## config.mk

```make
export PLATFORM = sky130hd
export DESIGN_NAME = seq_decimal_formatter_flat
export DESIGN_NICKNAME = d
export VERILOG_FILES = /design/src/rtl/seq_decimal_formatter_if.sv /design/src/rtl/seq_decimal_formatter.sv /design/src/flat_wrapper.sv
export SDC_FILE = /design/constraint.sdc
export NUM_CORES = 1
export LEC_CHECK = 0
export CORE_ASPECT_RATIO = 1.25
export CORE_MARGIN = 10
export CORE_UTILIZATION = 44
export DETAILED_ROUTE_END_ITERATION = 7
export PLACE_DENSITY = 0.68
export SYNTH_ARGS = -nofsm -noshare
export SYNTH_HDL_FRONTEND = slang
export SYNTH_SLANG_ARGS = --single-unit
```

## constraint.sdc

```tcl
create_clock -name clk -period 1.95 [get_ports clk]
set_input_delay 0.2925 -clock clk [delete_from_list [all_inputs] [get_ports clk]]
set_output_delay 0.2925 -clock clk [all_outputs]
set_load 0.02 [all_outputs]
```

## src/rtl/seq_decimal_formatter_if.sv

```systemverilog
// Handshake bundle for the signed-binary to BCD formatter.
// The master drives values in and drains results; the slave is the converter.
interface seq_decimal_formatter_if #(
  parameter int WIDTH  = 32,
  parameter int DIGITS = 10,
  parameter int CNT_W  = 4
);
  logic                  in_valid;
  logic                  in_ready;
  logic [WIDTH-1:0]      in_value;
  logic                  out_valid;
  logic                  out_ready;
  logic                  out_neg;
  logic [4*DIGITS-1:0]   out_bcd;
  logic [CNT_W-1:0]      out_ndigits;

  modport master (
    output in_valid, in_value, out_ready,
    input  in_ready, out_valid, out_neg, out_bcd, out_ndigits
  );

  modport slave (
    input  in_valid, in_value, out_ready,
    output in_ready, out_valid, out_neg, out_bcd, out_ndigits
  );
endinterface

```

## src/rtl/seq_decimal_formatter.sv

```systemverilog
// Sequential signed-binary to BCD converter (double-dabble, one bit per cycle).
// Accepts a two's-complement value, converts its magnitude to packed BCD and
// reports sign plus significant-digit count. All outputs are registered.
module seq_decimal_formatter #(
  parameter int WIDTH  = 32,
  parameter int DIGITS = 10,
  parameter int CNT_W  = 4
) (
  input  logic                  clk,
  input  logic                  rst,
  seq_decimal_formatter_if.slave bus
);

  localparam int BIT_W = $clog2(WIDTH + 1);
  localparam int BCD_W = 4 * DIGITS;

  typedef enum logic [1:0] {
    IDLE  = 2'd0,
    SHIFT = 2'd1,
    DONE  = 2'd2
  } state_t;

  state_t             state_r;
  logic [BIT_W-1:0]   cnt_r;
  logic [WIDTH-1:0]   mag_r;
  logic [BCD_W-1:0]   bcd_r;
  logic               sign_r;
  logic               in_ready_r;
  logic               out_valid_r;
  logic               out_neg_r;
  logic [BCD_W-1:0]   out_bcd_r;
  logic [CNT_W-1:0]   out_ndigits_r;

  logic [BCD_W-1:0]        bcd_adj_s;
  logic [BCD_W+WIDTH-1:0]  shift_s;
  logic [BCD_W-1:0]        bcd_next_s;
  logic [WIDTH-1:0]        mag_next_s;

  // Add 3 to every nibble >= 5 so the following left shift carries correctly.
  function automatic logic [BCD_W-1:0] add3_nibbles(input logic [BCD_W-1:0] b);
    logic [BCD_W-1:0] r;
    logic [3:0]       nib;
    r = '0;
    for (int i = 0; i < DIGITS; i++) begin
      nib = b[4*i +: 4];
      if (nib >= 4'd5) begin
        r[4*i +: 4] = nib + 4'd3;
      end else begin
        r[4*i +: 4] = nib;
      end
    end
    return r;
  endfunction

  // One plus the index of the highest nonzero nibble; zero still shows one digit.
  function automatic logic [CNT_W-1:0] count_digits(input logic [BCD_W-1:0] b);
    logic [CNT_W-1:0] n;
    n = CNT_W'(1);
    for (int i = 1; i < DIGITS; i++) begin
      if (b[4*i +: 4] != 4'd0) begin
        n = CNT_W'(i + 1);
      end else begin
        n = n;
      end
    end
    return n;
  endfunction

  // Magnitude of a two's-complement value; the most negative value maps to 2^(WIDTH-1).
  function automatic logic [WIDTH-1:0] magnitude(input logic [WIDTH-1:0] v);
    logic [WIDTH-1:0] m;
    if (v[WIDTH-1]) begin
      m = ~v + WIDTH'(1);
    end else begin
      m = v;
    end
    return m;
  endfunction

  assign bcd_adj_s  = add3_nibbles(bcd_r);
  assign shift_s    = {bcd_adj_s, mag_r} << 1;
  assign bcd_next_s = shift_s[BCD_W+WIDTH-1:WIDTH];
  assign mag_next_s = shift_s[WIDTH-1:0];

  assign bus.in_ready    = in_ready_r;
  assign bus.out_valid   = out_valid_r;
  assign bus.out_neg     = out_neg_r;
  assign bus.out_bcd     = out_bcd_r;
  assign bus.out_ndigits = out_ndigits_r;

  // Control FSM and datapath: capture, WIDTH shift-add-3 steps, hold result until drained.
  always_ff @(posedge clk or negedge rst) begin
    if (!rst) begin
      state_r       <= IDLE;
      cnt_r         <= '0;
      mag_r         <= '0;
      bcd_r         <= '0;
      sign_r        <= 1'b0;
      in_ready_r    <= 1'b1;
      out_valid_r   <= 1'b0;
      out_neg_r     <= 1'b0;
      out_bcd_r     <= '0;
      out_ndigits_r <= '0;
    end else begin
      case (state_r)
        IDLE: begin
          in_ready_r  <= 1'b1;
          out_valid_r <= 1'b0;
          if (bus.in_valid && in_ready_r) begin
            sign_r     <= bus.in_value[WIDTH-1];
            mag_r      <= magnitude(bus.in_value);
            bcd_r      <= '0;
            cnt_r      <= BIT_W'(WIDTH);
            in_ready_r <= 1'b0;
            state_r    <= SHIFT;
          end
        end
        SHIFT: begin
          bcd_r <= bcd_next_s;
          mag_r <= mag_next_s;
          cnt_r <= cnt_r - BIT_W'(1);
          if (cnt_r == BIT_W'(1)) begin
            out_bcd_r     <= bcd_next_s;
            out_neg_r     <= sign_r;
            out_ndigits_r <= count_digits(bcd_next_s);
            out_valid_r   <= 1'b1;
            state_r       <= DONE;
          end
        end
        DONE: begin
          if (bus.out_ready) begin
            out_valid_r <= 1'b0;
            in_ready_r  <= 1'b1;
            state_r     <= IDLE;
          end
        end
        default: begin
          state_r     <= IDLE;
          in_ready_r  <= 1'b1;
          out_valid_r <= 1'b0;
        end
      endcase
    end
  end

endmodule

```

## src/flat_wrapper.sv

```systemverilog
// flat-port wrapper written by rule: the top's interface ports become plain ports
module seq_decimal_formatter_flat 
#(
  parameter int WIDTH  = 32,
  parameter int DIGITS = 10,
  parameter int CNT_W  = 4
)
  (clk, rst, bus_in_valid, bus_in_value, bus_out_ready, bus_in_ready, bus_out_valid, bus_out_neg, bus_out_bcd, bus_out_ndigits);
  seq_decimal_formatter_if #(.WIDTH(WIDTH), .DIGITS(DIGITS), .CNT_W(CNT_W)) bus_i ();
  input  logic clk;
  input  logic rst;
  input wire logic [$bits(bus_i.in_valid)-1:0] bus_in_valid;
  input wire logic [$bits(bus_i.in_value)-1:0] bus_in_value;
  input wire logic [$bits(bus_i.out_ready)-1:0] bus_out_ready;
  output wire logic [$bits(bus_i.in_ready)-1:0] bus_in_ready;
  output wire logic [$bits(bus_i.out_valid)-1:0] bus_out_valid;
  output wire logic [$bits(bus_i.out_neg)-1:0] bus_out_neg;
  output wire logic [$bits(bus_i.out_bcd)-1:0] bus_out_bcd;
  output wire logic [$bits(bus_i.out_ndigits)-1:0] bus_out_ndigits;
  assign bus_i.in_valid = bus_in_valid;
  assign bus_i.in_value = bus_in_value;
  assign bus_i.out_ready = bus_out_ready;
  assign bus_in_ready = bus_i.in_ready;
  assign bus_out_valid = bus_i.out_valid;
  assign bus_out_neg = bus_i.out_neg;
  assign bus_out_bcd = bus_i.out_bcd;
  assign bus_out_ndigits = bus_i.out_ndigits;
  seq_decimal_formatter #(.WIDTH(WIDTH), .DIGITS(DIGITS), .CNT_W(CNT_W)) u_core (.clk(clk), .rst(rst), .bus(bus_i));
endmodule
```

==> impl_metrics.ini <==
[global_route]
grt_max_degree = 71
grt_overflow = 0
grt_pass1_wl_microns = 30800
grt.total_usage = 0.181
grt_pass1_vias = 6504
grt_antenna_before_repair = 0

[worst_setup_path]
path_max_fanout = 3
end_kind = flip-flop
start_kind = flip-flop
criticalPathCategory = reg2reg
worstPathArrival_ns = 2.33
critPathLaunch = u_core.bcd_r[33]
required_ns = 2.29
worstReg2RegStart = u_core.bcd_r[33]

[timing]
finalCritPeriodShare = 1.02
relSlewSlack = 0.498
setup_violations = 3
worst_slew_pin_slew_ns = 0.752
finClkSkew_ns = 0.0103
drv_slew = 0
finalHoldViolCount = 0
min_period_ns = 1.99
setup_ws_ns = -0.0392
rsz0062_at_grt = yes
fmax_mhz = 503

[clock_network]
clkSinkCount = 128
root_buffer = clkbuf_16
cts_max_level = 4
cts_buffers = 17
clk_latency_ns = 0.41
clk_path_buf_depth = 2
cts_tree = yes
clkTransAtPathRegs_ns = 0.05

[synthesis]
synth_area_per_cell_sq_um = 9.17
syn_inst = 733
synth_area_sq_um = 6720
synth_enable_flop_cells = 0
ys_async_sr_fraction = 1.00
synth_seq_cells = 128
synth.yosys.warnings = 0
yosysUniqueCellTypes = 47
synth_fp_nets = 792
yosysSeqAreaShare = 0.477
synth_ff_type = dfrtp_1

[drt]
met2_length_microns = 9880
topRoutingLayerUsed = met4
vias = 6356
dr.pass1.iters = 6
detail_route.wl_per_cell_microns = 17.0
antenna_left = 0
met3_length_microns = 968
viasPerCell = 5.71
drt_iter0_drc = 404
route.layer.met1.wl_microns = 7650
drt_drc_violations_left = 0
routed_wl_microns = 18900

[placement]
placed_cells_incl_taps = 1059
gp_routability_congestion = 0.845
dp_hpwl_microns = 12600
pre_cts_slack_ns = -0.669
port_buffers = 82

[pwr]
p_leak_nw = 4.21
power_density_nw_per_um2 = 1640
fin_total_pwr_mw = 15.9
irDropWorstVdd_uv = 725

[floorplanning]
start_util = 0.448
die-area_sq_um = 20700
rows = 50
io_pins = 83
fp.dieH_microns = 158
core_sq_um = 15000
dieWidth_microns = 131

[run_status]
status = finished with violations
violations = setup timing

[finish]
drive_gt1_frac = 0.265
n_antenna_cell = 0
multi_input_area_sq_um = 3760
seq_area_sq_um = 3210
nNetsFinal = 983
syn2layout_area_growth_pct = 43.8
final_cell_mix = dfrtp_1, buf_4, o21ai_0
num-fill-cells = 1194
final_cells = 1114
utilization = 0.644
final_common_cell = dfrtp_1

[worst_hold_path]
hp-start = bus_in_value[23]
hold_path_class = in2reg

[job]
cap_violations = 0
## per-layer routing
metal | up-vias | GRT usage
li1 | 3017 | -
met1 | 3118 | 0.208
met2 | 186 | 0.320
met3 | 35 | 0.0435
met4 | 0 | 0.0631
met5 | - | 0
## cell type report
cell class,instances,area share
Multi-Input combinational cell,543,0.389
Tap cell,182,0.0236
Clock inverter,1,0.000518
Timing Repair Buffer,210,0.194
Clock buffer,26,0.0517
Sequential cell,128,0.332
Inverter,24,0.00958
## registers in the layout, summed over array words and instances, names as in the netlist
register                flops
u_core.bcd_r               40
u_core.bus.out_bcd         40
u_core.mag_r               32
u_core.cnt_r                6
u_core.bus.out_ndigits      4
u_core.state_r              2
u_core.bus.in_ready         1
u_core.bus.out_neg          1
u_core.bus.out_valid        1
u_core.sign_r               1
## final timing paths
kind                                             end  slack (ns)  cells after the start
setup / recovery           u_core.bus.out_ndigits[1]       -0.04                      9
hold / removal                      u_core.mag_r[23]        0.28                      4
setup reg to reg           u_core.bus.out_ndigits[1]       -0.04                      9
hold reg to reg                u_core.bus.out_bcd[1]        0.47                      2
max in group asynchronous        u_core.bus.in_ready        0.87                      3
min in group asynchronous      u_core.bus.out_bcd[8]        0.39                      2
## power breakdown
part | internal [mW] | leakage (nW) | switching (mW)
sequential | 3.82 | 1.63 | 0.978
clock | 1.72 | 0.248 | 1.03
combinational | 4.08 | 2.34 | 4.22
total | 9.62 | 4.21 | 6.23
## repair_timing
item	in CTS	in global routing
resized for setup	72	65
hold buffers	1	0
buffers inserted	17	10
pin swaps	23	31
endpoints found under the hold margin	32	0
setup endpoints to repair	24	26
## per-stage QoR
| stage | hold WS [ns] | cell area, sq um | TNS (ns) |
|---|---|---|---|
| after floorplan | -0.00309 | 6730 | -0.0576 |
| final | 0.281 | 9660 | -0.0564 |
| after global routing | 0.314 | 9660 | -0.432 |
| after global placement | 0.290 | 8460 | -12.51 |
| after detailed placement | 0.293 | 8460 | -14.77 |
| after CTS | 0.410 | 9370 | 0 |
## Yosys cell counts, types with 2 or more instances
cell type | instances | area, sq um
ha_1 | 23 | 288
nand2_1 | 58 | 218
o21ai_0 | 110 | 551
or4_4 | 2 | 22.5
a21oi_1 | 75 | 375
or4_1 | 3 | 22.5
mux2i_1 | 10 | 100
nor4_1 | 5 | 31.3
nor3_1 | 15 | 75.1
xor2_1 | 13 | 114
nor3b_1 | 26 | 195
o21ai_1 | 2 | 10.0
nand4_1 | 5 | 31.3
a22o_1 | 16 | 140
o41ai_1 | 2 | 17.5
nand2b_1 | 19 | 119
a22oi_1 | 15 | 113
and4_1 | 2 | 17.5
or3_1 | 4 | 25.0
o31ai_1 | 6 | 45.0
and3_1 | 2 | 12.5
nand3_1 | 47 | 235
a31oi_1 | 4 | 25.0
nor2_1 | 35 | 131
nor2b_1 | 10 | 62.6
buf_1 | 5 | 18.8
xnor2_1 | 11 | 96.3
inv_1 | 24 | 90.1
dfrtp_1 | 127 | 3180
mux2_2 | 9 | 101
clkbuf_1 | 32 | 120
## worst max-delay path: stages, from the launching register on
cell	delay [ns]
dfrtp_1	0.38
inv_2	0.08
ha_2	0.18
nand2b_4	0.14
a21oi_4	0.18
xnor2_1	0.18
nand4_1	0.20
or2_4	0.31
a21o_1	0.17
a21oi_2	0.10
## kinds of logic after synthesis
group | after synthesis | share of synthesized area
mux | 19 | 0.0300
flops | 128 | 0.477
simple gates | 240 | 0.186
buf+inv | 62 | 0.0348
fa+ha+maj | 23 | 0.0428
xor+xnor | 24 | 0.0313
compound gates | 237 | 0.198
No activity file was read; power rests on OpenSTA's default activity.
